### src/rtl/rhd_spi_responder.sv
// RHD2000-style SPI target: oversamples CS/SCLK/MOSI in the aclk domain, decodes
// 16-bit commands and returns results two frames later on MISO (CPOL=0, CPHA=0).
module rhd_spi_responder #(
  parameter logic [7:0]  CHIP_ID     = 8'd1,
  parameter int unsigned MISO_DELAY  = 0,
  parameter int unsigned SYNC_STAGES = 2
) (
  input  logic        aclk,
  input  logic        aresetn,
  input  logic        CS,
  input  logic        SCLK,
  input  logic        MOSI,
  output logic        MISO,
  output logic        cmd_valid,
  output logic [15:0] cmd_word,
  output logic        frame_err
);

  typedef enum logic [1:0] {ST_IDLE, ST_SHIFT, ST_DONE} state_e;

  logic [SYNC_STAGES-1:0] cs_sync_q, sclk_sync_q, mosi_sync_q;
  logic                   cs_prev_q, sclk_prev_q;
  logic                   cs_s, sclk_s, mosi_s;
  logic                   cs_fall, cs_rise, sclk_rise, sclk_fall;

  state_e      state_q, state_d;
  logic [15:0] rx_q, rx_d, tx_q, tx_d;
  logic [4:0]  bit_cnt_q, bit_cnt_d;
  logic [15:0] res_q1, res_q1_d, res_q2, res_q2_d;
  logic [9:0]  conv_cnt_q, conv_cnt_d;
  logic [15:0] cmd_word_q, cmd_word_d;
  logic [7:0]  regs_q [32];

  logic        frame_ok, wr_en, miso_int;
  logic [5:0]  addr;
  logic [7:0]  rd_val;
  logic [15:0] result;
  logic        conv_inc, conv_clr, is_write;

  always_ff @(posedge aclk or negedge aresetn) begin
    if (!aresetn) begin
      cs_sync_q   <= '1;
      sclk_sync_q <= '0;
      mosi_sync_q <= '0;
      cs_prev_q   <= 1'b1;
      sclk_prev_q <= 1'b0;
    end else begin
      cs_sync_q   <= (cs_sync_q << 1) | SYNC_STAGES'(CS);
      sclk_sync_q <= (sclk_sync_q << 1) | SYNC_STAGES'(SCLK);
      mosi_sync_q <= (mosi_sync_q << 1) | SYNC_STAGES'(MOSI);
      cs_prev_q   <= cs_s;
      sclk_prev_q <= sclk_s;
    end
  end

  assign cs_s      = cs_sync_q[SYNC_STAGES-1];
  assign sclk_s    = sclk_sync_q[SYNC_STAGES-1];
  assign mosi_s    = mosi_sync_q[SYNC_STAGES-1];
  assign cs_fall   = cs_prev_q & ~cs_s;
  assign cs_rise   = ~cs_prev_q & cs_s;
  assign sclk_rise = ~sclk_prev_q & sclk_s;
  assign sclk_fall = sclk_prev_q & ~sclk_s;
  assign frame_ok  = (bit_cnt_q == 5'd16);
  assign addr      = rx_q[13:8];

  always_comb begin
    rd_val = 8'h00;
    if (!addr[5]) begin
      rd_val = regs_q[addr[4:0]];
    end else begin
      case (addr)
        6'd40:   rd_val = 8'h49;
        6'd41:   rd_val = 8'h4E;
        6'd42:   rd_val = 8'h54;
        6'd43:   rd_val = 8'h41;
        6'd44:   rd_val = 8'h4E;
        6'd63:   rd_val = CHIP_ID;
        default: rd_val = 8'h00;
      endcase
    end
  end

  // CALIBRATE and unknown patterns fall through with a zero result.
  always_comb begin
    result   = 16'h0000;
    conv_inc = 1'b0;
    conv_clr = 1'b0;
    is_write = 1'b0;
    case (rx_q[15:14])
      2'b00: if (rx_q[7:1] == 7'd0) begin
        result   = {rx_q[13:8], conv_cnt_q};
        conv_inc = 1'b1;
      end
      2'b01: conv_clr = (rx_q == 16'h6A00);
      2'b10: begin
        result   = {8'hFF, rx_q[7:0]};
        is_write = 1'b1;
      end
      default: result = {8'h00, rd_val};
    endcase
  end

  always_comb begin
    state_d    = state_q;
    rx_d       = rx_q;
    tx_d       = tx_q;
    bit_cnt_d  = bit_cnt_q;
    res_q1_d   = res_q1;
    res_q2_d   = res_q2;
    conv_cnt_d = conv_cnt_q;
    cmd_word_d = cmd_word_q;
    wr_en      = 1'b0;
    case (state_q)
      ST_IDLE: if (cs_fall) begin
        state_d   = ST_SHIFT;
        tx_d      = res_q2;
        rx_d      = 16'h0000;
        bit_cnt_d = 5'd0;
      end
      ST_SHIFT: begin
        // A rising SCLK seen together with CS rising still counts toward this frame.
        if (sclk_rise) begin
          rx_d = {rx_q[14:0], mosi_s};
          if (bit_cnt_q != 5'd17) bit_cnt_d = bit_cnt_q + 5'd1;
        end
        if (sclk_fall) tx_d = {tx_q[14:0], 1'b0};
        if (cs_rise) state_d = ST_DONE;
      end
      default: begin
        state_d = ST_IDLE;
        if (frame_ok) begin
          res_q2_d   = res_q1;
          res_q1_d   = result;
          cmd_word_d = rx_q;
          wr_en      = is_write & ~addr[5];
          if (conv_clr) conv_cnt_d = 10'd0;
          else if (conv_inc) conv_cnt_d = conv_cnt_q + 10'd1;
        end
        // Back-to-back frame: the new frame must see the pipeline as just updated.
        if (cs_fall) begin
          state_d   = ST_SHIFT;
          tx_d      = frame_ok ? res_q1 : res_q2;
          rx_d      = 16'h0000;
          bit_cnt_d = 5'd0;
        end
      end
    endcase
  end

  always_ff @(posedge aclk or negedge aresetn) begin
    if (!aresetn) begin
      state_q    <= ST_IDLE;
      rx_q       <= '0;
      tx_q       <= '0;
      bit_cnt_q  <= '0;
      res_q1     <= '0;
      res_q2     <= '0;
      conv_cnt_q <= '0;
      cmd_word_q <= '0;
      for (int i = 0; i < 32; i++) regs_q[i] <= '0;
    end else begin
      state_q    <= state_d;
      rx_q       <= rx_d;
      tx_q       <= tx_d;
      bit_cnt_q  <= bit_cnt_d;
      res_q1     <= res_q1_d;
      res_q2     <= res_q2_d;
      conv_cnt_q <= conv_cnt_d;
      cmd_word_q <= cmd_word_d;
      if (wr_en) regs_q[addr[4:0]] <= rx_q[7:0];
    end
  end

  assign miso_int  = (state_q == ST_SHIFT) & ~cs_s & tx_q[15];
  assign cmd_valid = (state_q == ST_DONE) & frame_ok;
  assign frame_err = (state_q == ST_DONE) & ~frame_ok;
  assign cmd_word  = cmd_word_q;

  generate
    if (MISO_DELAY == 0) begin : g_no_dly
      assign MISO = miso_int;
    end else begin : g_dly
      logic [MISO_DELAY-1:0] dly_q;
      always_ff @(posedge aclk or negedge aresetn) begin
        if (!aresetn) dly_q <= '0;
        else          dly_q <= (dly_q << 1) | MISO_DELAY'(miso_int);
      end
      assign MISO = dly_q[MISO_DELAY-1];
    end
  endgenerate

endmodule

### config.mk
export PLATFORM = sky130hd
export DESIGN_NAME = rhd_spi_responder
export DESIGN_NICKNAME = d
export VERILOG_FILES = /design/src/rtl/rhd_spi_responder.sv
export SDC_FILE = /design/constraint.sdc
export NUM_CORES = 1
export LEC_CHECK = 0
export CAP_MARGIN = 20
export CORE_UTILIZATION = 60
export DETAILED_ROUTE_END_ITERATION = 10
export PLACE_DENSITY = 0.8
export SYNTH_ARGS = -nofsm -noshare
export SYNTH_HDL_FRONTEND = slang
export SYNTH_SLANG_ARGS = --single-unit
### constraint.sdc
create_clock -name aclk -period 6.5 [get_ports aclk]
set_clock_uncertainty 0.05 [all_clocks]
set_input_delay 0.65 -clock aclk [delete_from_list [all_inputs] [get_ports aclk]]
set_output_delay 0.65 -clock aclk [all_outputs]
set_load 0.05 [all_outputs]
==> results.md <==
* Status: finished clean
* Largest net degree at the start of global routing at 139
* Period utilisation layout at 58.4%
* Vias in the first global route at 11.0k
* Worst hold path type: in2async
* Detailed Place HPWL at 23,400 um
* Synthesized flop and latch total at 361
* DRT iter0 DRCs at 986
* Final Instance Count excl. Fillers at 1,668
* Setup TNS at 0 ps
* Worst vdd ir at 0.221 mV
* Sw Share at 22.3%
* Post-Syn Nets at 1,284
* P_int at 3.77 mW
* DR DRC count at 0
* Hold buffer count at CTS at 0
* Resized cells post-CTS at 0
* DR WL/cell at 23.2 um
* Max-cap violation count at 0
* Reg2Reg Setup Slack at 2700 ps
* RePlAce Congestion at 0.877
* TritonCTS buffer count at 39
* Power density cells at 262 nW/um^2
* Fin. Hold Viols at 0
* Final wirelength at 38,700 um
* Crit path arrival time at 4150 ps
* Sequential power share at 47.5%
* Routed Antenna Nets at 0
* ANT cells at 0
* DP Area at 17,100 sq um
* Cell family with most CP delay: simple AND/OR/NAND/NOR gates
* Layout cells sized above 1 at 34.8%
* Root buffer cell: clkbuf_16
* Worst reg2reg path startpoint: rx_q[15]
* Die Span Y at 169 um
* Cell area after synthesis at 16,700 sq um
* Top_reg_cell synth: dfrtp_1
* Critical-path cell list: nor2b_1, and2b_2, nand4b_1, nor2_2, mux2_2
* Share of the synthesized area in the top cell type at 53.8%
* Syn avg cell area at 13.1 sq um
* Dpl cells at 1,597
* Clk sinks at 361
* Seq/Total Area, Yosys at 54.2%
* Slew margin rel. at 27.9%
* Vias/cell at 6.37
* R2r worst-path depth at 5
* Top post-synthesis cells by area: dfrtp_1 (54%), mux2_2 (17%), mux4_2 (7.0%)
* Max Freq at 0.263 GHz
* Critical path buffer and inverter count at 0
* GRT overflow at 0
* Initial antenna violation count at 0
* Req. time, crit path at 6850 ps
* Clock latency on the worst-skew pair at 540 ps
* Crit Path Category: reg2reg
* Crit-path slowest cell: nand4b_1
* Die Footprint at 28,400 sq um
* Slew at the pin closest to its max-slew limit at 1080 ps
* Overall Power at 4.85 mW
* Area grow syn2layout at 11.1%
* Static Leak at 8.58 nW
* Buffers on Ports at 23
* Startpoint types: flop
* Clock network fraction of design power at 48.5%
* First-pass GRT wire length at 63,200 um
* Final Slew Violations at 0
* CP Capture Type: flop
* Reg-to-Reg End: regs_q[46]
* Max FO, Critical Path at 11
* CTS tree: done
* Initial Utilization at 61.5%
* RSZ-0062 raised after global routing: false
* Row Count at 60
* GRT Resource Usage Total at 29.0%
* Synth warn at 0
* Combinational power share at 3.9%
* Post-synth EDFFs at 0
* # Post-CTS Setup Buffers at 0
* Vias at 10.6k
* Final Critical Period at 3800 ps
* Final Util at 68.3%
* Asr flop ratio synth at 100%
* Design Area, Final at 18,500 sq um
* Mapped Cells at 1,275
* I/O pins at 24
* Core area at 27,100 sq um
* Final setup fails at 0
* CTS clk-pin slew, worst paths at 60 ps
* CP max stage delay at 860 ps
* First-pass detailed-route iteration total at 5
* # H-tree levels at 2
* Max Buffers Root-to-Sink at 3
* Total stage count of the critical path at 5
* NetSw at 1.08 mW
* Synth area leader: dfrtp_1
* Unique masters post-synth at 69
* Post-layout net count at 1,275
* Die X-Extent at 169 um
[worst max-delay path by stage]
stage	startpoint	endpoint	slack [ps]
5_1_grt	rx_q[15]	regs_q[46]	2600
3_5_place_dp	rx_q[15]	regs_q[237]	2850
3_3_place_gp	rx_q[15]	regs_q[234]	2890
2_1_floorplan	bit_cnt_q[2]	cmd_valid	3680
4_1_cts	rx_q[15]	regs_q[46]	2800
6_report	rx_q[15]	regs_q[46]	2700
[through the flow]
step           hold slack, ps  setup slack [ps]
6_report                 95.2              2700
5_1_grt                   181              2600
2_1_floorplan             281              3680
3_5_place_dp              292              2850
3_3_place_gp              291              2890
4_1_cts                   140              2800
[registers in the layout (all words and copies together) (netlist names)]
| signal | cells |
|---|---|
| bit_cnt_q | 5 |
| cs_sync_q | 2 |
| rx_q | 16 |
| state_q | 2 |
| regs_q | 256 |
| res_q2 | 16 |
| tx_q | 16 |
| res_q1 | 16 |
| cs_prev_q | 1 |
| conv_cnt_q | 10 |
| cmd_word | 16 |
| sclk_prev_q | 1 |
| mosi_sync_q | 2 |
| sclk_sync_q | 2 |
[synth_stat cells (8+ instances only)]
library cell	n
a21oi_1	20
mux4_2	52
nor3_1	10
o22ai_1	8
a41oi_1	16
nand2_1	175
o21ai_0	25
nor2_1	38
dfrtp_1	358
nor2_2	18
buf_1	9
nor2_4	14
clkbuf_1	63
mux2_2	256
nand3_1	27
inv_1	9
mux2i_1	14
buf_2	14
[power groups by stage]
stage	Sequential, mW	Clock (mW)	Combinational [mW]
detailed placement	2.35	0	0.190
global route	2.31	2.48	0.215
floorplan	2.34	0	0.101
global placement	2.35	0	0.181
finish	2.31	2.36	0.190
CTS	2.31	2.39	0.192
[kinds of logic (layout without fill, tap and decap cells)]
| logic type | Yosys count | count (layout) | synth area share (%) |
|---|---|---|---|
| flops | 361 | 361 | 54.2 |
| simple gates | 344 | 344 | 10.6 |
| buf+inv | 105 | 126 | 2.85 |
| xor+xnor | 10 | 10 | 0.526 |
| fa+ha+maj | 4 | 4 | 0.300 |
| compound gates | 118 | 118 | 4.95 |
| mux | 333 | 333 | 26.5 |
[cells in the final DEF (no fill, tap or decap), drive strengths merged, types with 6 or more instances in the layout]
cell type / Yosys / routed
dfrtp: 358 / 358
mux2: 260 / 260
nand2: 175 / 175
nor2: 70 / 70
mux4: 59 / 59
clkbuf: 63 / 54
nand3: 28 / 28
o21ai: 25 / 25
buf: 33 / 24
clkdlybuf4s50: 0 / 22
a21oi: 20 / 20
a41oi: 16 / 16
mux2i: 14 / 14
inv: 9 / 11
nor3: 10 / 10
clkinv: 0 / 10
nor4: 9 / 9
o22ai: 8 / 8
nand2b: 7 / 7
a22oi: 7 / 7
and3: 7 / 7
nor2b: 7 / 7
nand4: 7 / 7
nor3b: 6 / 6
[metal layers]
| layer | vias to the layer above | part of all wire (%) | global-route usage [%] |
|---|---|---|---|
| met5 | - | 0 | 0 |
| met4 | 0 | 3.5 | 11.0 |
| met3 | 88 | 5.6 | 4.28 |
| met2 | 378 | 48 | 46.4 |
| met1 | 5592 | 43 | 40.6 |
| li1 | 4572 | - | - |
[cell type report]
| cell class | instances | area, sq um |
|---|---|---|
| flip-flops and latches | 361 | 9040 |
| fillers | 1866 | 8590 |
| multi-input cells | 809 | 7160 |
| clock buffers | 54 | 1140 |
| well taps | 372 | 465 |
| repair buffers | 46 | 420 |
| clock inverters | 17 | 243 |
| inverters | 9 | 33.8 |
(Power assumes the default switching activity.)
